==> src/rtl/bus_fabric.sv <==
// Single-master address decoder and access sequencer: routes one request to one of N_SLV
// windows, waits for that slave's ready (bounded by TIMEOUT) and returns registered data/error.
module bus_fabric #(
    parameter int                        N_SLV    = 4,
    parameter int                        ADDR_W   = 8,
    parameter int                        DATA_W   = 8,
    parameter logic [N_SLV*ADDR_W-1:0]   SLV_BASE = {8'h90, 8'h84, 8'h80, 8'h00},
    parameter logic [N_SLV*ADDR_W-1:0]   SLV_LAST = {8'h93, 8'h87, 8'h83, 8'h7F},
    parameter int                        TIMEOUT  = 16
) (
    input  logic                      clk,
    input  logic                      reset,
    input  logic [ADDR_W-1:0]         m_addr,
    input  logic [DATA_W-1:0]         m_wdata,
    input  logic                      m_wr_en,
    input  logic                      m_rd_en,
    output logic [DATA_W-1:0]         m_rdata,
    output logic                      m_ready,
    output logic                      m_err,
    output logic [ADDR_W-1:0]         s_addr,
    output logic [DATA_W-1:0]         s_wdata,
    output logic [N_SLV-1:0]          s_wr_en,
    output logic [N_SLV-1:0]          s_rd_en,
    input  logic [N_SLV*DATA_W-1:0]   s_rdata,
    input  logic [N_SLV-1:0]          s_ready,
    output logic [7:0]                err_cnt,
    output logic [ADDR_W-1:0]         err_addr,
    output logic [1:0]                dbg_state
);
    localparam int SEL_W = (N_SLV > 1) ? $clog2(N_SLV) : 1;

    typedef enum logic [1:0] {ST_IDLE = 2'd0, ST_ACCESS = 2'd1, ST_RESP = 2'd2} state_t;

    state_t              r_state;
    logic [SEL_W-1:0]    r_sel;
    logic                r_is_wr;
    logic [7:0]          r_cnt;
    logic [DATA_W-1:0]   r_rdata;
    logic                r_ready;
    logic                r_err;
    logic [ADDR_W-1:0]   r_addr;
    logic [DATA_W-1:0]   r_wdata;
    logic [N_SLV-1:0]    r_wr_en;
    logic [N_SLV-1:0]    r_rd_en;
    logic [7:0]          r_err_cnt;
    logic [ADDR_W-1:0]   r_err_addr;

    logic                w_hit;
    logic [SEL_W-1:0]    w_sel;
    logic [N_SLV-1:0]    w_hot;
    logic                w_sel_ready;
    logic [DATA_W-1:0]   w_sel_rdata;

    // Scan from the top index down so the lowest matching window is the last one written.
    always_comb begin
        w_hit = 1'b0;
        w_sel = '0;
        w_hot = '0;
        for (int i = N_SLV - 1; i >= 0; i--) begin
            if (m_addr >= SLV_BASE[i*ADDR_W +: ADDR_W] && m_addr <= SLV_LAST[i*ADDR_W +: ADDR_W]) begin
                w_hit = 1'b1;
                w_sel = SEL_W'(i);
            end
        end
        for (int i = 0; i < N_SLV; i++) begin
            w_hot[i] = w_hit && (w_sel == SEL_W'(i));
        end
    end

    always_comb begin
        w_sel_ready = 1'b0;
        w_sel_rdata = '0;
        for (int i = 0; i < N_SLV; i++) begin
            if (r_sel == SEL_W'(i)) begin
                w_sel_ready = s_ready[i];
                w_sel_rdata = s_rdata[i*DATA_W +: DATA_W];
            end
        end
    end

    always_ff @(posedge clk or posedge reset) begin
        if (reset) begin
            r_state    <= ST_IDLE;
            r_sel      <= '0;
            r_is_wr    <= 1'b0;
            r_cnt      <= 8'd0;
            r_rdata    <= '0;
            r_ready    <= 1'b0;
            r_err      <= 1'b0;
            r_addr     <= '0;
            r_wdata    <= '0;
            r_wr_en    <= '0;
            r_rd_en    <= '0;
            r_err_cnt  <= 8'd0;
            r_err_addr <= '0;
        end else begin
            r_ready <= 1'b0;
            case (r_state)
                ST_IDLE: begin
                    if (m_wr_en || m_rd_en) begin
                        r_addr  <= m_addr;
                        r_wdata <= m_wdata;
                        r_cnt   <= 8'd0;
                        if ((m_wr_en && m_rd_en) || !w_hit) begin
                            r_state    <= ST_RESP;
                            r_ready    <= 1'b1;
                            r_err      <= 1'b1;
                            r_rdata    <= '0;
                            r_err_addr <= m_addr;
                            if (r_err_cnt != 8'hFF) r_err_cnt <= r_err_cnt + 8'd1;
                        end else begin
                            r_state <= ST_ACCESS;
                            r_sel   <= w_sel;
                            r_is_wr <= m_wr_en;
                            r_wr_en <= m_wr_en ? w_hot : '0;
                            r_rd_en <= m_rd_en ? w_hot : '0;
                        end
                    end
                end
                ST_ACCESS: begin
                    // A ready arriving in the final allowed cycle still completes cleanly.
                    if (w_sel_ready) begin
                        r_state <= ST_RESP;
                        r_ready <= 1'b1;
                        r_err   <= 1'b0;
                        r_rdata <= r_is_wr ? '0 : w_sel_rdata;
                        r_wr_en <= '0;
                        r_rd_en <= '0;
                    end else if (r_cnt == 8'(TIMEOUT - 1)) begin
                        r_state    <= ST_RESP;
                        r_ready    <= 1'b1;
                        r_err      <= 1'b1;
                        r_rdata    <= '0;
                        r_wr_en    <= '0;
                        r_rd_en    <= '0;
                        r_err_addr <= r_addr;
                        if (r_err_cnt != 8'hFF) r_err_cnt <= r_err_cnt + 8'd1;
                    end else begin
                        r_cnt <= r_cnt + 8'd1;
                    end
                end
                ST_RESP: begin
                    r_err   <= 1'b0;
                    r_state <= ST_IDLE;
                end
                default: r_state <= ST_IDLE;
            endcase
        end
    end

    assign m_rdata   = r_rdata;
    assign m_ready   = r_ready;
    assign m_err     = r_err;
    assign s_addr    = r_addr;
    assign s_wdata   = r_wdata;
    assign s_wr_en   = r_wr_en;
    assign s_rd_en   = r_rd_en;
    assign err_cnt   = r_err_cnt;
    assign err_addr  = r_err_addr;
    assign dbg_state = r_state;
endmodule

==> config.mk <==
export PLATFORM = sky130hd
export DESIGN_NAME = bus_fabric
export DESIGN_NICKNAME = d
export VERILOG_FILES = /design/src/rtl/bus_fabric.sv
export SDC_FILE = /design/constraint.sdc
export NUM_CORES = 1
export LEC_CHECK = 0
export BUFFER_PORTS_ARGS = -buffer_cell sky130_fd_sc_hd__buf_2
export CORE_MARGIN = 3
export CORE_UTILIZATION = 40
export CTS_BUF_LIST = sky130_fd_sc_hd__clkbuf_8 sky130_fd_sc_hd__clkbuf_16
export DETAILED_ROUTE_END_ITERATION = 10
export PLACE_DENSITY = 0.65
export SLEW_MARGIN = 10
export SYNTH_ARGS = -nofsm -noshare
export SYNTH_HDL_FRONTEND = slang
export SYNTH_SLANG_ARGS = --single-unit
==> constraint.sdc <==
create_clock -name clk -period 3.2 [get_ports clk]
set_input_delay 0.32 -clock clk [delete_from_list [all_inputs] [get_ports clk]]
set_output_delay 0.32 -clock clk [all_outputs]
set_load 0.02 [all_outputs]
==> flow_summary.yaml, run 1 <==
global_routing:
  grt.busiest_layer: "met2"
  grt_start_max_net_pins: 54
  vias_in_the_first_global_route: 2844
  initial_antenna_violation_count: 0
  global_route.overflow_total: 0
  grt_util_all_layers: 0.179
  global_route_wire_length_before_repair_um: 13800
  met1_usage_grt: 0.217
  grt.met3_usage: 0.0481
  grt.met2_usage: 0.304
clocking:
  ctsHtreeMaxLevel: 3
  clkTransAtPathRegs_ns: 0.08
  clock_tree_sinks: 63
  cts-buffers-inserted: 9
  cts_tree: "done"
  clk-insertion-delay-late_ns: 0.34
  ctsRootBufferMaster: "sky130_fd_sc_hd__clkbuf_8"
  post_cts.resized_instances: 0
  clock_path_buffers: 2
  hold_bufs_at_cts: 0
  postCtsSetupRepairBufs: 0
timing:
  final.period_utilization: 0.745
  postLayoutSetupSlackWorst_ns: 0.815
  final_hold_violations: 0
  final_max_slew_viol_count: 0
  fmax_ghz: 0.419
  worstMarginPinSlew_ns: 0.901
  setup-tns-final_ns: 0
  setup_repair_after_global_routing_missed_its_margin: "no"
  worst_hold_slack_after_final_layout_ns: 0.148
  finalClockSkew_ns: 0.0113
  setup-violations-final: 0
  post_layout_min_period_ns: 2.38
  slew-limit-headroom: 0.398
detailed_routing:
  detail_route.wirelength_um: 8320
  vias: 2822
  postRouteAntennaNets: 0
  routed_via_density: 5.48
  route.detailed.drc: 0
  routedWlPerCell_um: 16.2
  drt_pass_1_iters: 4
  drt_iter0_markers: 109
setup_path:
  rr_startpoint: "r_sel[1]"
  timing.critical_path.fanout_max: 13
  critical_path.n_buffers_inverters: 0
  cpLargestDelayFamily: "flip-flops"
  crit_required_ns: 3.42
  worst_setup_path_endpoint: "err_cnt[4]"
  critical_path_arrival_ns: 2.60
  critical_path_source_type: "flip-flop"
  cpMaxStageDelayCell: "sky130_fd_sc_hd__dfrtp_1"
  worst_r2r_endpoint: "err_cnt[4]"
  critical_path.max_stage_delay_ns: 0.62
  timing.critical_path.depth: 5
  timing.setup.critical_path_class: "flip-flop to flip-flop"
  timing.critical_path.from: "r_sel[1]"
  worst_r2r_path_depth: 5
  worst_setup_path_end_kind: "flip-flop"
  worstPathCellList: "mux2_2, o2bb2ai_2, a21oi_2, or4_4, xnor2_2"
  r2r_setup_slack_ns: 0.82
cells_and_area:
  finalCoreUtilization: 0.528
  post_route_cells_drive_above_1_share: 0.402
  number_of_nets_in_the_layout: 469
  area.growth.synth_to_final_pct: 24.4
  antennaDiodeCount: 0
flow_run:
  total_of_max_cap_violations: 0
yosys:
  ys_top_cells_by_count: "sky130_fd_sc_hd__dfrtp_1 (63), sky130_fd_sc_hd__o21ai_0 (48), sky130_fd_sc_hd__mux2_2 (21)"
  number_of_instances_in_the_synthesized_netlist: 301
  ys_ff_latch: 63
  post-synth-top-area-fraction: 0.469
  synth-seq-area-share: 0.469
  yosysWarningCount: 0
  yosysTopAreaCell: "sky130_fd_sc_hd__dfrtp_1"
  mapped_avg_cell_area_um2: 11.2
  synth_enable_flop_cells: 0
  postSynthNetCount: 362
  ys_top_cells_by_area: "sky130_fd_sc_hd__dfrtp_1 (47%), sky130_fd_sc_hd__o21ai_0 (7.1%), sky130_fd_sc_hd__mux2_2 (7.0%)"
  synth_cell_types: 56
  syn_area_um2: 3360
  ys.flop_type: "sky130_fd_sc_hd__dfrtp_1"
  ys_async_sr_fraction: 1.00
  synth_most_common_cell: "sky130_fd_sc_hd__dfrtp_1"
floorplan:
  row_count: 32
  io_pins: 108
  floorplan.die_area_um2: 9540
  die_h_um: 97.7
  initial_core_utilization: 0.424
  chipWidth_um: 97.7
  core_area_um2: 7930
outcome:
  run_status: "finished clean"
pwr:
  irDropWorstVdd_mv: 0.469
  static-leakage-power_nw: 1.98
  cellPowerDensity_nw_per_um2: 841
placement:
  worst_setup_slack_post_dpl_ns: 0.836
  place.port_buffers: 107
  detailed_place_hpwl_um: 6200
  gpl.final_weighted_congestion: 0.816
min_path:
  min_path_type: "input pin to asynchronous set/reset pin"
where the power goes:
part	internal (W)	total, W	switching, W
Sequential	0.00104	0.00123	0.000187
Combinational	0.000609	0.00157	0.000964
Clock	0.000401	0.000713	0.000313
stage by stage:
step           total power (W)  instance area [µm²]  std cells
6_report               0.00352                 4180        515
5_1_grt                0.00376                 4180        515
4_1_cts                0.00355                 4180        515
3_5_place_dp           0.00283                 3980        499
3_3_place_gp           0.00279                 3980        499
2_1_floorplan          0.00235                 3360        301
cell families after synthesis:
kind of cell / Yosys count / share of synthesized area
AO/OA/AOI/OAI: 91 / 0.179
XOR/XNOR: 7 / 0.0205
adder cells (fa/ha/maj): 5 / 0.0186
buffers and inverters: 32 / 0.0454
flip-flops: 63 / 0.469
multiplexers: 38 / 0.161
AND/OR/NAND/NOR: 65 / 0.107
metal layers:
layer	share of wire	vias to the layer above	routed length (µm)
met1	0.43	1397	3590
met3	0.056	10	468
li1	-	1341	-
met4	0.016	0	135
met2	0.50	74	4130
met5	0	-	0
worst min-delay path by stage:
stage,from,cells past startpoint,to
after floorplan,r_cnt[2],1,r_cnt[2]
after global placement,err_cnt[5],1,err_cnt[5]
after detailed placement,err_cnt[7],1,err_cnt[7]
after CTS,m_wdata[5],2,s_wdata[5]
after global routing,m_wdata[5],2,s_wdata[5]
final,reset,2,m_rdata[2]
layout make-up:
| cell class | count | area (µm²) |
|---|---|---|
| well taps | 102 | 128 |
| clock inverters | 5 | 56.3 |
| repair buffers | 113 | 581 |
| clock buffers | 11 | 151 |
| inverters | 15 | 57.6 |
| fillers | 724 | 3740 |
| flip-flops and latches | 63 | 1580 |
| multi-input cells | 206 | 1630 |
layout by cell type (no fill, tap or decap), types with 2 or more instances in the layout:
cell type | synthesis | layout
sky130_fd_sc_hd__nand2b_1 | 4 | 4
sky130_fd_sc_hd__a21oi_1 | 5 | 5
sky130_fd_sc_hd__clkbuf_8 | 0 | 11
sky130_fd_sc_hd__buf_4 | 1 | 6
sky130_fd_sc_hd__mux2i_1 | 8 | 8
sky130_fd_sc_hd__nor2_1 | 7 | 7
sky130_fd_sc_hd__and2_1 | 3 | 3
sky130_fd_sc_hd__o31ai_1 | 10 | 10
sky130_fd_sc_hd__a21oi_2 | 2 | 2
sky130_fd_sc_hd__xor2_1 | 3 | 3
sky130_fd_sc_hd__clkinv_2 | 0 | 3
sky130_fd_sc_hd__or4_1 | 2 | 2
sky130_fd_sc_hd__or3_1 | 3 | 3
sky130_fd_sc_hd__mux2_2 | 21 | 21
sky130_fd_sc_hd__inv_1 | 15 | 14
sky130_fd_sc_hd__o21ai_0 | 48 | 48
sky130_fd_sc_hd__or3_2 | 2 | 2
sky130_fd_sc_hd__ha_1 | 5 | 5
sky130_fd_sc_hd__a31oi_1 | 4 | 4
sky130_fd_sc_hd__nand2_1 | 16 | 16
sky130_fd_sc_hd__xnor2_1 | 3 | 3
sky130_fd_sc_hd__buf_2 | 4 | 107
sky130_fd_sc_hd__nor3_1 | 5 | 5
sky130_fd_sc_hd__dfrtp_1 | 63 | 63
sky130_fd_sc_hd__and3_1 | 2 | 2
sky130_fd_sc_hd__nand3_1 | 6 | 6
sky130_fd_sc_hd__o211ai_1 | 3 | 3
sky130_fd_sc_hd__nor4_1 | 2 | 2
sky130_fd_sc_hd__nand4_1 | 4 | 4
sky130_fd_sc_hd__a22o_1 | 2 | 2
sky130_fd_sc_hd__mux4_1 | 8 | 8
sky130_fd_sc_hd__o41ai_1 | 6 | 6
state kept, by name (all words and copies together), names as in the netlist:
signal	flops
r_sel	2
err_addr	8
m_err	1
s_wdata	8
err_cnt	8
s_rd_en	4
m_rdata	8
dbg_state	2
r_cnt	8
s_wr_en	4
s_addr	8
r_is_wr	1
m_ready	1
(Power assumes the default switching activity.)
==> inputs of run 2 (changes only) <==
- PLACE_DENSITY: 0.65 -> 0.68
- clock period: 3.2 -> 2 ns (I/O delays scaled with it)
==> run 2 against run 1 <==
Largest power group unchanged; register-to-register slack got worse by 0.75 ns; critical endpoint unchanged; final cell count increased by 3.5%; via count increased by 2.1%; sequential power increased by 59%; hold slack got worse by 0.073 ns; critical path depth increased by 1.
==> flow_summary.yaml, run 2 (same netlist as run 1, synthesis figures left out) <==
timing:
  final_hold_violations: 0
  final_max_slew_viol_count: 0
  worst_hold_slack_after_final_layout_ns: 0.0747
  setup-violations-final: 0
  postLayoutSetupSlackWorst_ns: 0.0605
  post_layout_min_period_ns: 1.94
  finalClockSkew_ns: 0.00928
  fmax_ghz: 0.516
  slew-limit-headroom: 0.420
  worstMarginPinSlew_ns: 0.870
  final.period_utilization: 0.970
detailed_routing:
  detail_route.wirelength_um: 8600
  routedWlPerCell_um: 16.1
  drt_iter0_markers: 112
  route.detailed.drc: 0
  routed_via_density: 5.41
  drt_pass_1_iters: 4
  vias: 2882
  postRouteAntennaNets: 0
clocking:
  cts_tree: "done"
  clkTransAtPathRegs_ns: 0.08
  clock_tree_sinks: 63
  postCtsSetupRepairBufs: 0
  ctsRootBufferMaster: "sky130_fd_sc_hd__clkbuf_8"
  clock_path_buffers: 2
  clk-insertion-delay-late_ns: 0.35
  cts-buffers-inserted: 9
  ctsHtreeMaxLevel: 3
floorplan:
  chipWidth_um: 97.7
  die_h_um: 97.7
  floorplan.die_area_um2: 9540
  row_count: 32
  io_pins: 108
  initial_core_utilization: 0.424
  core_area_um2: 7930
global_routing:
  global_route_wire_length_before_repair_um: 14200
  grt_util_all_layers: 0.184
  vias_in_the_first_global_route: 2986
  global_route.overflow_total: 0
  grt_start_max_net_pins: 40
  initial_antenna_violation_count: 0
cells_and_area:
  finalCoreUtilization: 0.556
  area.growth.synth_to_final_pct: 31.1
  number_of_nets_in_the_layout: 487
  final_design_area_no_fill_um2: 4410
  layout.cells.most_common: "sky130_fd_sc_hd__buf_2"
  multi_input_combinational_cell_area_um2: 1690
  fillerInstances: 723
  post_route_cells_drive_above_1_share: 0.448
  antennaDiodeCount: 0
  final-seq-area_um2: 1580
  layout.cells.most_common_list: "sky130_fd_sc_hd__buf_2 (107), sky130_fd_sc_hd__dfrtp_1 (62), sky130_fd_sc_hd__o21ai_0 (46)"
placement:
  detailed_place.area_um2: 4140
  gpl.final_weighted_congestion: 0.803
  detailed_place_hpwl_um: 6480
  place.port_buffers: 107
  worst_setup_slack_post_dpl_ns: 0.0408
setup_path:
  worst_setup_path_end_kind: "flip-flop"
  critical_path_arrival_ns: 2.18
  timing.critical_path.fanout_max: 9
  critical_path_source_type: "flip-flop"
  crit_required_ns: 2.24
  timing.setup.critical_path_class: "flip-flop to flip-flop"
flow_run:
  total_of_max_cap_violations: 0
pwr:
  static-leakage-power_nw: 2.09
  irDropWorstVdd_mv: 0.905
  cellPowerDensity_nw_per_um2: 1360
outcome:
  run_status: "finished clean"
min_path:
  min_path_type: "input pin to flip-flop"
## run 2: cell count changes in the layout (fill, tap and decap cells not counted), moves of 2 or more
| cell | previous run | this run |
|---|---|---|
| sky130_fd_sc_hd__and2_4 | 0 | 2 |
| sky130_fd_sc_hd__buf_4 | 6 | 21 |
| sky130_fd_sc_hd__clkbuf_8 | 11 | 9 |
| sky130_fd_sc_hd__clkinv_2 | 3 | 1 |
| sky130_fd_sc_hd__inv_2 | 0 | 2 |
| sky130_fd_sc_hd__o21ai_0 | 48 | 46 |
## run 2: area by class of cell
cell class,instances,share of cell area
Sequential cell,63,0.358
Multi-Input combinational cell,206,0.384
Tap cell,102,0.0289
Clock inverter,7,0.0221
Inverter,15,0.0128
Timing Repair Buffer,131,0.167
Clock buffer,9,0.0281
## run 2: metal layers
layer  part of all wire  GRT usage
met1               0.44      0.224
met2               0.49      0.312
met3              0.065     0.0646
met4              0.011     0.0479
met5                  0          0
## run 2: worst max-delay path, cell delays in order, from the launching register on
cell and delay, ns:
sky130_fd_sc_hd__dfrtp_1 0.44, sky130_fd_sc_hd__ha_4 0.20, sky130_fd_sc_hd__buf_4 0.17, sky130_fd_sc_hd__and2b_1 0.24
sky130_fd_sc_hd__a21oi_2 0.08, sky130_fd_sc_hd__or4_4 0.56, sky130_fd_sc_hd__xnor2_2 0.14
## run 2: report_power, final
part | internal, W | total, W | switching, W
Clock | 0.000702 | 0.00123 | 0.000523
Combinational | 0.00118 | 0.00282 | 0.00164
Sequential | 0.00167 | 0.00195 | 0.000281
## run 2: worst paths after layout
path	start	to	slack, ns	depth (start not counted)
max	dbg_state[0]	err_cnt[4]	0.06	6
min	m_wdata[0]	s_wdata[0]	0.07	2
max reg2reg	dbg_state[0]	err_cnt[4]	0.06	6
min reg2reg	err_cnt[7]	err_cnt[7]	0.50	1
max in group asynchronous	reset	err_cnt[2]	0.95	4
min in group asynchronous	reset	r_cnt[7]	0.45	3
## run 2: through the flow
| stage | power [W] | setup TNS (ns) | cells |
|---|---|---|---|
| global route | 0.00640 | -0.00580 | 533 |
| finish | 0.00600 | 0 | 533 |
| floorplan | 0.00378 | -0.0291 | 301 |
| global placement | 0.00467 | 0 | 516 |
| CTS | 0.00599 | 0 | 533 |
| detailed placement | 0.00475 | 0 | 516 |
## run 2: what timing repair did
item,4_1_cts,5_1_grt
hold endpoints to repair,24,0
hold buffers,1,0
setup endpoints to repair,0,19
gates resized for setup,0,13
